**src/rtl/time_gen_if.sv**
```systemverilog
// time_gen_if: set strobes from the UI side and time/alarm/tick outputs toward the display side.
interface time_gen_if;
  logic        load_time;
  logic        load_alarm;
  logic [15:0] set_value;
  logic [15:0] current_time;
  logic [15:0] alarm_time;
  logic [7:0]  seconds;
  logic        sec_tick;
  logic        min_tick;
  logic        load_err;
  logic        alarm_match;

  modport master (
    output load_time, load_alarm, set_value,
    input  current_time, alarm_time, seconds, sec_tick, min_tick, load_err, alarm_match
  );

  modport slave (
    input  load_time, load_alarm, set_value,
    output current_time, alarm_time, seconds, sec_tick, min_tick, load_err, alarm_match
  );
endinterface

```
**src/rtl/time_gen.sv**
```systemverilog
// time_gen: BCD HH:MM:SS time-of-day counter with validated set strobes, alarm setpoint and tick pulses.
// Optional feature macro ALARM_MATCH_EN builds the alarm comparator; otherwise alarm_match is tied low.
module time_gen #(
  parameter int unsigned TICKS_PER_SEC = 100
) (
  input  logic      clk,
  input  logic      reset,
  time_gen_if.slave bus
);
  localparam int unsigned   PW         = (TICKS_PER_SEC > 2) ? $clog2(TICKS_PER_SEC) : 1;
  localparam logic [PW-1:0] PRESC_LAST = PW'(TICKS_PER_SEC - 1);

  logic [PW-1:0] presc;
  logic [15:0]   time_q;
  logic [15:0]   alarm_q;
  logic [7:0]    sec_q;
  logic          sec_tick_q;
  logic          min_tick_q;
  logic          load_err_q;

  logic          set_ok;
  logic          load_time_ok;
  logic          load_alarm_ok;
  logic          load_bad;
  logic          presc_wrap;
  logic          sec_wrap;
  logic          min_wrap;
  logic [7:0]    sec_inc;
  logic [7:0]    min_inc;
  logic [7:0]    hr_inc;
  logic [15:0]   time_inc;
  logic [15:0]   alarm_next;

  // Two-digit BCD increment that rolls to 00 after 'last'; never exposes a non-BCD digit.
  function automatic logic [7:0] bcd_inc(input logic [7:0] v, input logic [7:0] last);
    if (v == last)
      return 8'h00;
    else if (v[3:0] == 4'd9)
      return {v[7:4] + 4'd1, 4'd0};
    else
      return {v[7:4], v[3:0] + 4'd1};
  endfunction

  function automatic logic bcd_valid(input logic [15:0] v);
    return (v[15:12] <= 4'd2) && (v[11:8] <= 4'd9) && (v[7:4] <= 4'd5) && (v[3:0] <= 4'd9)
           && !((v[15:12] == 4'd2) && (v[11:8] > 4'd3));
  endfunction

  always_comb begin
    set_ok        = bcd_valid(bus.set_value);
    load_time_ok  = bus.load_time & set_ok;
    load_alarm_ok = bus.load_alarm & set_ok;
    load_bad      = (bus.load_time | bus.load_alarm) & ~set_ok;
    presc_wrap    = (presc == PRESC_LAST);
    sec_wrap      = (sec_q == 8'h59);
    min_wrap      = (time_q[7:0] == 8'h59);
    sec_inc       = bcd_inc(sec_q, 8'h59);
    min_inc       = bcd_inc(time_q[7:0], 8'h59);
    hr_inc        = bcd_inc(time_q[15:8], 8'h23);
    time_inc      = {min_wrap ? hr_inc : time_q[15:8], min_inc};
    alarm_next    = load_alarm_ok ? bus.set_value : alarm_q;
  end

  always_ff @(posedge clk or negedge reset) begin
    if (!reset) begin
      presc      <= '0;
      time_q     <= '0;
      alarm_q    <= '0;
      sec_q      <= '0;
      sec_tick_q <= 1'b0;
      min_tick_q <= 1'b0;
      load_err_q <= 1'b0;
    end else begin
      sec_tick_q <= 1'b0;
      min_tick_q <= 1'b0;
      load_err_q <= load_bad;
      alarm_q    <= alarm_next;
      // A valid time load overrides a coincident prescaler wrap, suppressing its ticks.
      if (load_time_ok) begin
        time_q <= bus.set_value;
        sec_q  <= '0;
        presc  <= '0;
      end else if (presc_wrap) begin
        presc      <= '0;
        sec_q      <= sec_inc;
        sec_tick_q <= 1'b1;
        if (sec_wrap) begin
          min_tick_q <= 1'b1;
          time_q     <= time_inc;
        end
      end else begin
        presc <= presc + PW'(1);
      end
    end
  end

`ifdef ALARM_MATCH_EN
  logic match_q;

  always_ff @(posedge clk or negedge reset) begin
    if (!reset)
      match_q <= 1'b0;
    else
      match_q <= !load_time_ok && presc_wrap && sec_wrap && (time_inc == alarm_next);
  end

  assign bus.alarm_match = match_q;
`else
  assign bus.alarm_match = 1'b0;
`endif

  assign bus.current_time = time_q;
  assign bus.alarm_time   = alarm_q;
  assign bus.seconds      = sec_q;
  assign bus.sec_tick     = sec_tick_q;
  assign bus.min_tick     = min_tick_q;
  assign bus.load_err     = load_err_q;
endmodule

```
**src/flat_wrapper.sv**
```systemverilog
// flat-port wrapper written by rule: the top's interface ports become plain ports
module time_gen_flat 
#(
  parameter int unsigned TICKS_PER_SEC = 100
)
  (clk, reset, bus_load_time, bus_load_alarm, bus_set_value, bus_current_time, bus_alarm_time, bus_seconds, bus_sec_tick, bus_min_tick, bus_load_err, bus_alarm_match);
  time_gen_if bus_i ();
  input  logic clk;
  input  logic reset;
  input wire logic [$bits(bus_i.load_time)-1:0] bus_load_time;
  input wire logic [$bits(bus_i.load_alarm)-1:0] bus_load_alarm;
  input wire logic [$bits(bus_i.set_value)-1:0] bus_set_value;
  output wire logic [$bits(bus_i.current_time)-1:0] bus_current_time;
  output wire logic [$bits(bus_i.alarm_time)-1:0] bus_alarm_time;
  output wire logic [$bits(bus_i.seconds)-1:0] bus_seconds;
  output wire logic [$bits(bus_i.sec_tick)-1:0] bus_sec_tick;
  output wire logic [$bits(bus_i.min_tick)-1:0] bus_min_tick;
  output wire logic [$bits(bus_i.load_err)-1:0] bus_load_err;
  output wire logic [$bits(bus_i.alarm_match)-1:0] bus_alarm_match;
  assign bus_i.load_time = bus_load_time;
  assign bus_i.load_alarm = bus_load_alarm;
  assign bus_i.set_value = bus_set_value;
  assign bus_current_time = bus_i.current_time;
  assign bus_alarm_time = bus_i.alarm_time;
  assign bus_seconds = bus_i.seconds;
  assign bus_sec_tick = bus_i.sec_tick;
  assign bus_min_tick = bus_i.min_tick;
  assign bus_load_err = bus_i.load_err;
  assign bus_alarm_match = bus_i.alarm_match;
  time_gen #(.TICKS_PER_SEC(TICKS_PER_SEC)) u_core (.clk(clk), .reset(reset), .bus(bus_i));
endmodule
```
**config.mk**
```make
export PLATFORM = sky130hd
export DESIGN_NAME = time_gen_flat
export DESIGN_NICKNAME = d
export VERILOG_FILES = /design/src/rtl/time_gen_if.sv /design/src/rtl/time_gen.sv /design/src/flat_wrapper.sv
export SDC_FILE = /design/constraint.sdc
export NUM_CORES = 1
export LEC_CHECK = 0
export ABC_AREA = 1
export BUFFER_PORTS_ARGS = -buffer_cell sky130_fd_sc_hd__buf_2
export CAP_MARGIN = 20
export CELL_PAD_IN_SITES_DETAIL_PLACEMENT = 0
export CELL_PAD_IN_SITES_GLOBAL_PLACEMENT = 1
export CORE_MARGIN = 4
export CORE_UTILIZATION = 40
export CTS_CLUSTER_SIZE = 14
export DETAILED_ROUTE_END_ITERATION = 10
export PLACE_DENSITY_LB_ADDON = 0.08
export SETUP_SLACK_MARGIN = 0.02
export SYNTH_ARGS = -nofsm -noshare
export SYNTH_HDL_FRONTEND = slang
export SYNTH_SLANG_ARGS = --single-unit
```
**constraint.sdc**
```tcl
create_clock -name clk -period 2.1 [get_ports clk]
set_clock_uncertainty 0.2 [all_clocks]
set_input_delay 0.42 -clock clk [delete_from_list [all_inputs] [get_ports clk]]
set_output_delay 0.42 -clock clk [all_outputs]
set_load 0.05 [all_outputs]
```
Word level (Yosys, flattened, before mapping). Cells that the tools add are included. W data, S select, Z words.

Flip-flop bits (word level): 50. Input bits: 20. Output and inout port bits: 44. Logic and storage cells: 72.

Add/subtract/negate cells: 7. Magnitude comparators: 5. Equal/unequal tests: 8. Multiplexer cells: 19. Bitwise operators: 5. Reduce and logical (&&, ||, !) cells: 17.

Operator list (count): $mux W8 (9); $mux W16 (3); $add A4 B1 Y4 const B (6); $eq A8 B7 Y1 const B (2); $mux W7 (2); $eq A4 B4 Y1 const B (3); $reduce_bool A3 Y1 (3); $eq A8 B6 Y1 const B (1); $le A4 B4 Y1 const B (2); $add A7 B1 Y7 const B (1); $eq A7 B7 Y1 const B (1); $reduce_and A3 Y1 (2); $reduce_bool A2 Y1 (3); $logic_and A1 B1 Y1 (5); $mux W1 (5); $eq A4 B2 Y1 const B (1); $gt A4 B2 Y1 const B (1); $le A4 B2 Y1 const B (1); $le A4 B3 Y1 const B (1); $reduce_and A2 Y1 (2); $reduce_and A4 Y1 (1); $and A1 B1 Y1 (3); $logic_not A1 Y1 (1); $not A1 Y1 (1); $or A1 B1 Y1 (1).

Logic depth before layout (Yosys ltp).
Depth after elaboration: 8. Gate-level depth with buffers: 12. Mapped depth without buffers: 12.

Worst setup path before layout. No wires, ideal clock.

Kind: register to register. Start point: reg u_core.sec_q[0] (netlist: u_core.bus.seconds[0]). End point: reg u_core.time_q[10] (netlist: u_core.bus.current_time[10]). Setup time: 0.118 ns. Arrival time: 1.777 ns. Required time: 1.782 ns. Path slack: 0.005 ns. Cell stages (with the launch flop): 9. Buffers on the path: 0. Period minus slack after synthesis: 2.095 ns. Cell sequence: dfrtp_1 -> ha_1 -> nand2_1 -> nor2_4 -> nand3_4 -> o21ai_4 -> nand2_2 -> nand2_1 -> nand2_1.

Longest elaborated chain between the ends: 3.

Ends and longest elaborated chain: from (decl) (line time_gen.sv:16) `logic [7:0] sec_q;`; from (signal assigned) (line time_gen.sv:85) `sec_q <= sec_inc;`; $eq A8 B7 Y1 (line time_gen.sv:55) `sec_wrap = (sec_q == 8'h59);`; $reduce_bool A2 Y1 (no source line); $reduce_and A3 Y1 (no source line); to (signal assigned) (line time_gen.sv:80) `time_q <= bus.set_value;`; to (signal assigned) (line time_gen.sv:89) `time_q <= time_inc;`; to (decl) (line time_gen.sv:14) `logic [15:0] time_q;`.

Every way passes these cells. A chain may end at the register's enable or synchronous reset.

Final worst setup path.
Start point: reg u_core.sec_q[1] (netlist: u_core.bus.seconds[1]). End point: reg u_core.time_q[4] (netlist: u_core.bus.current_time[4]).

The elaborated chain is that of the path after synthesis.

==> impl_metrics.env <==
export IMPL_cts_sinks=50
export IMPL_setup_tns_ps=0
export IMPL_seq_area_frac_synth=0.427
export IMPL_clk_latency_ps=300
export IMPL_power_static_leakage_uw=0.00194
export IMPL_fin_crit_ps=1920
export IMPL_core_sq_um=6940
export IMPL_numCtsBuffers=5
export IMPL_cap_violations=0
export IMPL_hold_start="bus_load_alarm"
export IMPL_first_pass_iters=4
export IMPL_n_antenna_cell=0
export IMPL_whs_ps=146
export IMPL_die_y_um=93.6
export IMPL_ir_drop_mv=0.302
export IMPL_grt_max_degree=20
export IMPL_rsz0062_at_grt="no"
export IMPL_sw_frac_of_total=0.403
export IMPL_yosysUniqueCellTypes=34
export IMPL_worstSetupPathType="flop to flop"
export IMPL_clock_root_buffer="clkbuf_8"
export IMPL_power_density_nw_per_um2=764
export IMPL_clock_fmax_mhz=520
export IMPL_hold_viol_final=0
export IMPL_dieArea_sq_um=8760
export IMPL_holdPathStages=3
export IMPL_synthTopCellsByArea="dfrtp_1 43%, nand2_1 16%, ha_1 5.6%"
export IMPL_path_clk_slew_ps=100
export IMPL_syn_num_nets=394
export IMPL_htreeDepth=2
export IMPL_initial_core_util=0.422
export IMPL_cts_buffer_depth=2
export IMPL_num_vias=2500
export IMPL_track_usage=0.174
export IMPL_cts_tree="built"
export IMPL_hold_path_class="input port to flop"
export IMPL_synth_area_sq_um=2930
export IMPL_postRouteAntennaNets=0
export IMPL_arrival_ps=1920
export IMPL_hold_end="u_core.bus.load_err"
export IMPL_period_share=0.915
export IMPL_fin_cells=533
export IMPL_place_gp_congestion=0.794
export IMPL_end_kind="flop"
export IMPL_drive_gt1_frac=0.261
export IMPL_cp_max_fo=8
export IMPL_antenna_found_initial=0
export IMPL_drc=0
export IMPL_dp_cells=523
export IMPL_power_switching_uw=1090
export IMPL_grt_pass1_wl_um=12200
export IMPL_power_frac_seq=0.461
export IMPL_grt_pass1_vias=2459
export IMPL_regToRegSetupSlack_ps=180
export IMPL_power_internal_uw=1610
export IMPL_nets=469
export IMPL_wl_per_cell_um=13.3
export IMPL_combPwrFrac=0.330
export IMPL_vias_per_cell=4.69
export IMPL_synth_seq_cells=50
export IMPL_timing_rr_start="u_core.bus.seconds[1]"
export IMPL_slew_viol_final=0
export IMPL_r2r_cells=9
export IMPL_row_count=30
export IMPL_num_io_pins=64
export IMPL_clkPwrFrac=0.209
export IMPL_setup_violations=0
export IMPL_drt_iter0_drc=102
export IMPL_synth_largest_area_cell="dfrtp_1"
export IMPL_ys_warn_count=0
export IMPL_regToRegEndpoint="u_core.bus.current_time[4]"
export IMPL_status="complete, no violations"
export IMPL_synth_top_area_frac=0.427
export IMPL_syn_to_final_growth_pct=20.3
export IMPL_synth_cells=361
export IMPL_io_buffers=62
export IMPL_synth_avg_cell_area_sq_um=8.12
export IMPL_grt_overflow_total=0
export IMPL_die_w_um=93.6
export IMPL_critPathRequiredTime_ps=2100
export IMPL_wirelength_um=7090
export IMPL_hpwl_um=5460
export IMPL_setup_worst_path_start_class="flop"
critical path, stage by stage (launching register included):
cell and delay (ps):
dfrtp_1 430, inv_1 90, ha_1 130, nand2_1 80, nor2_4 160, nand3_4 170, o21ai_4 310, nand2_2 120
nand2_1 80, nand2_1 50
metal layers:
layer | up-vias | wire (um) | GRT usage
met5 | - | 0 | 0
met4 | 0 | 74 | 0.0397
met3 | 7 | 333 | 0.0362
met2 | 50 | 3150 | 0.272
met1 | 1161 | 3520 | 0.249
li1 | 1282 | - | -
sequential cells by signal (all words and copies together) (netlist names):
name,cells
u_core.bus.seconds,8
u_core.bus.alarm_time,16
u_core.presc,7
u_core.bus.min_tick,1
u_core.bus.sec_tick,1
u_core.bus.load_err,1
u_core.bus.current_time,16
through the flow:
stage          cell area, sq um  total power, uW  setup WS, ps  utilization
3_5_place_dp               3410             2150           131        0.490
5_1_grt                    3530             2890          23.1        0.508
3_3_place_gp               3410             2140           170        0.490
6_report                   3530             2700           178        0.508
4_1_cts                    3510             2730           110        0.505
2_1_floorplan              2930             1910          21.7            -
cells in the final DEF, fill, tap and decap left out:
cell type / instances
conb_1: 1
buf_12: 2
or2_2: 2
nand3_1: 25
nand3b_4: 1
nand2_2: 5
dfrtp_2: 1
inv_2: 4
nor3_1: 1
nand2_1: 127
nor2_4: 3
o21ai_1: 4
clkinvlp_4: 1
or2_1: 1
buf_4: 10
nor2_2: 3
clkinv_4: 1
clkinv_2: 1
nand4_4: 1
dlygate4sd3_1: 1
nor2_8: 2
o31ai_4: 2
nand3_4: 2
o21ai_4: 4
nor2_1: 37
o21ai_0: 15
a31o_2: 1
o22ai_1: 1
buf_2: 62
xnor2_1: 3
dfrtp_1: 49
nand4_1: 2
inv_1: 30
xor2_1: 10
ha_1: 13
a21oi_1: 3
clkbuf_8: 5
nand3_2: 1
cells by family after synthesis:
family | synth area share
buf+inv | 0.0653
other cells | 0.00128
flops | 0.427
xor+xnor | 0.0389
compound gates | 0.0769
simple gates | 0.335
fa+ha+maj | 0.0555
synthesized netlist by cell type (all sizes together):
| library cell | n |
|---|---|
| xnor2 | 3 |
| ha | 13 |
| o31ai | 2 |
| nand2 | 132 |
| or2 | 3 |
| nand3b | 1 |
| conb | 1 |
| o22ai | 1 |
| a31o | 1 |
| o21ai | 23 |
| a21oi | 3 |
| nand4 | 3 |
| dfrtp | 50 |
| inv | 34 |
| nor3 | 1 |
| clkbuf | 2 |
| nor2 | 45 |
| nand3 | 28 |
| xor2 | 10 |
| buf | 5 |
power groups by stage:
stage	combinational [uW]	sequential, uW	clock [uW]
6_report	889	1240	564
5_1_grt	983	1270	638
4_1_cts	895	1240	596
3_5_place_dp	889	1260	0
3_3_place_gp	882	1260	0
2_1_floorplan	348	1560	0
final cells by class:
type | count | area, sq um
Timing Repair Buffer | 75 | 435
Sequential cell | 50 | 1250
Fill cell | 720 | 3420
Clock inverter | 3 | 21.3
Tap cell | 96 | 120
Clock buffer | 5 | 68.8
Inverter | 34 | 128
Multi-Input combinational cell | 270 | 1500
worst max-delay path by stage:
| stage | slack (ps) | to | startpoint | cells past startpoint |
|---|---|---|---|---|
| CTS | 110 | u_core.bus.current_time[4] | u_core.presc[0] | 8 |
| global placement | 170 | u_core.bus.seconds[4] | bus_set_value[14] | 9 |
| detailed placement | 130 | u_core.bus.seconds[7] | bus_set_value[14] | 9 |
| finish | 180 | u_core.bus.current_time[4] | u_core.bus.seconds[1] | 9 |
| global route | 20 | u_core.bus.current_time[4] | u_core.bus.seconds[1] | 9 |
| floorplan | 20 | u_core.bus.current_time[10] | u_core.bus.seconds[4] | 8 |
timing repair:
| action | 4_1_cts | 5_1_grt |
|---|---|---|
| setup buffers | 0 | 1 |
| hold endpoints to repair | 17 | 0 |
| gates resized for setup | 0 | 3 |
| hold buffers | 1 | 0 |
| endpoints found under the setup margin | 0 | 19 |
No activity file was read; power rests on OpenSTA's default activity.
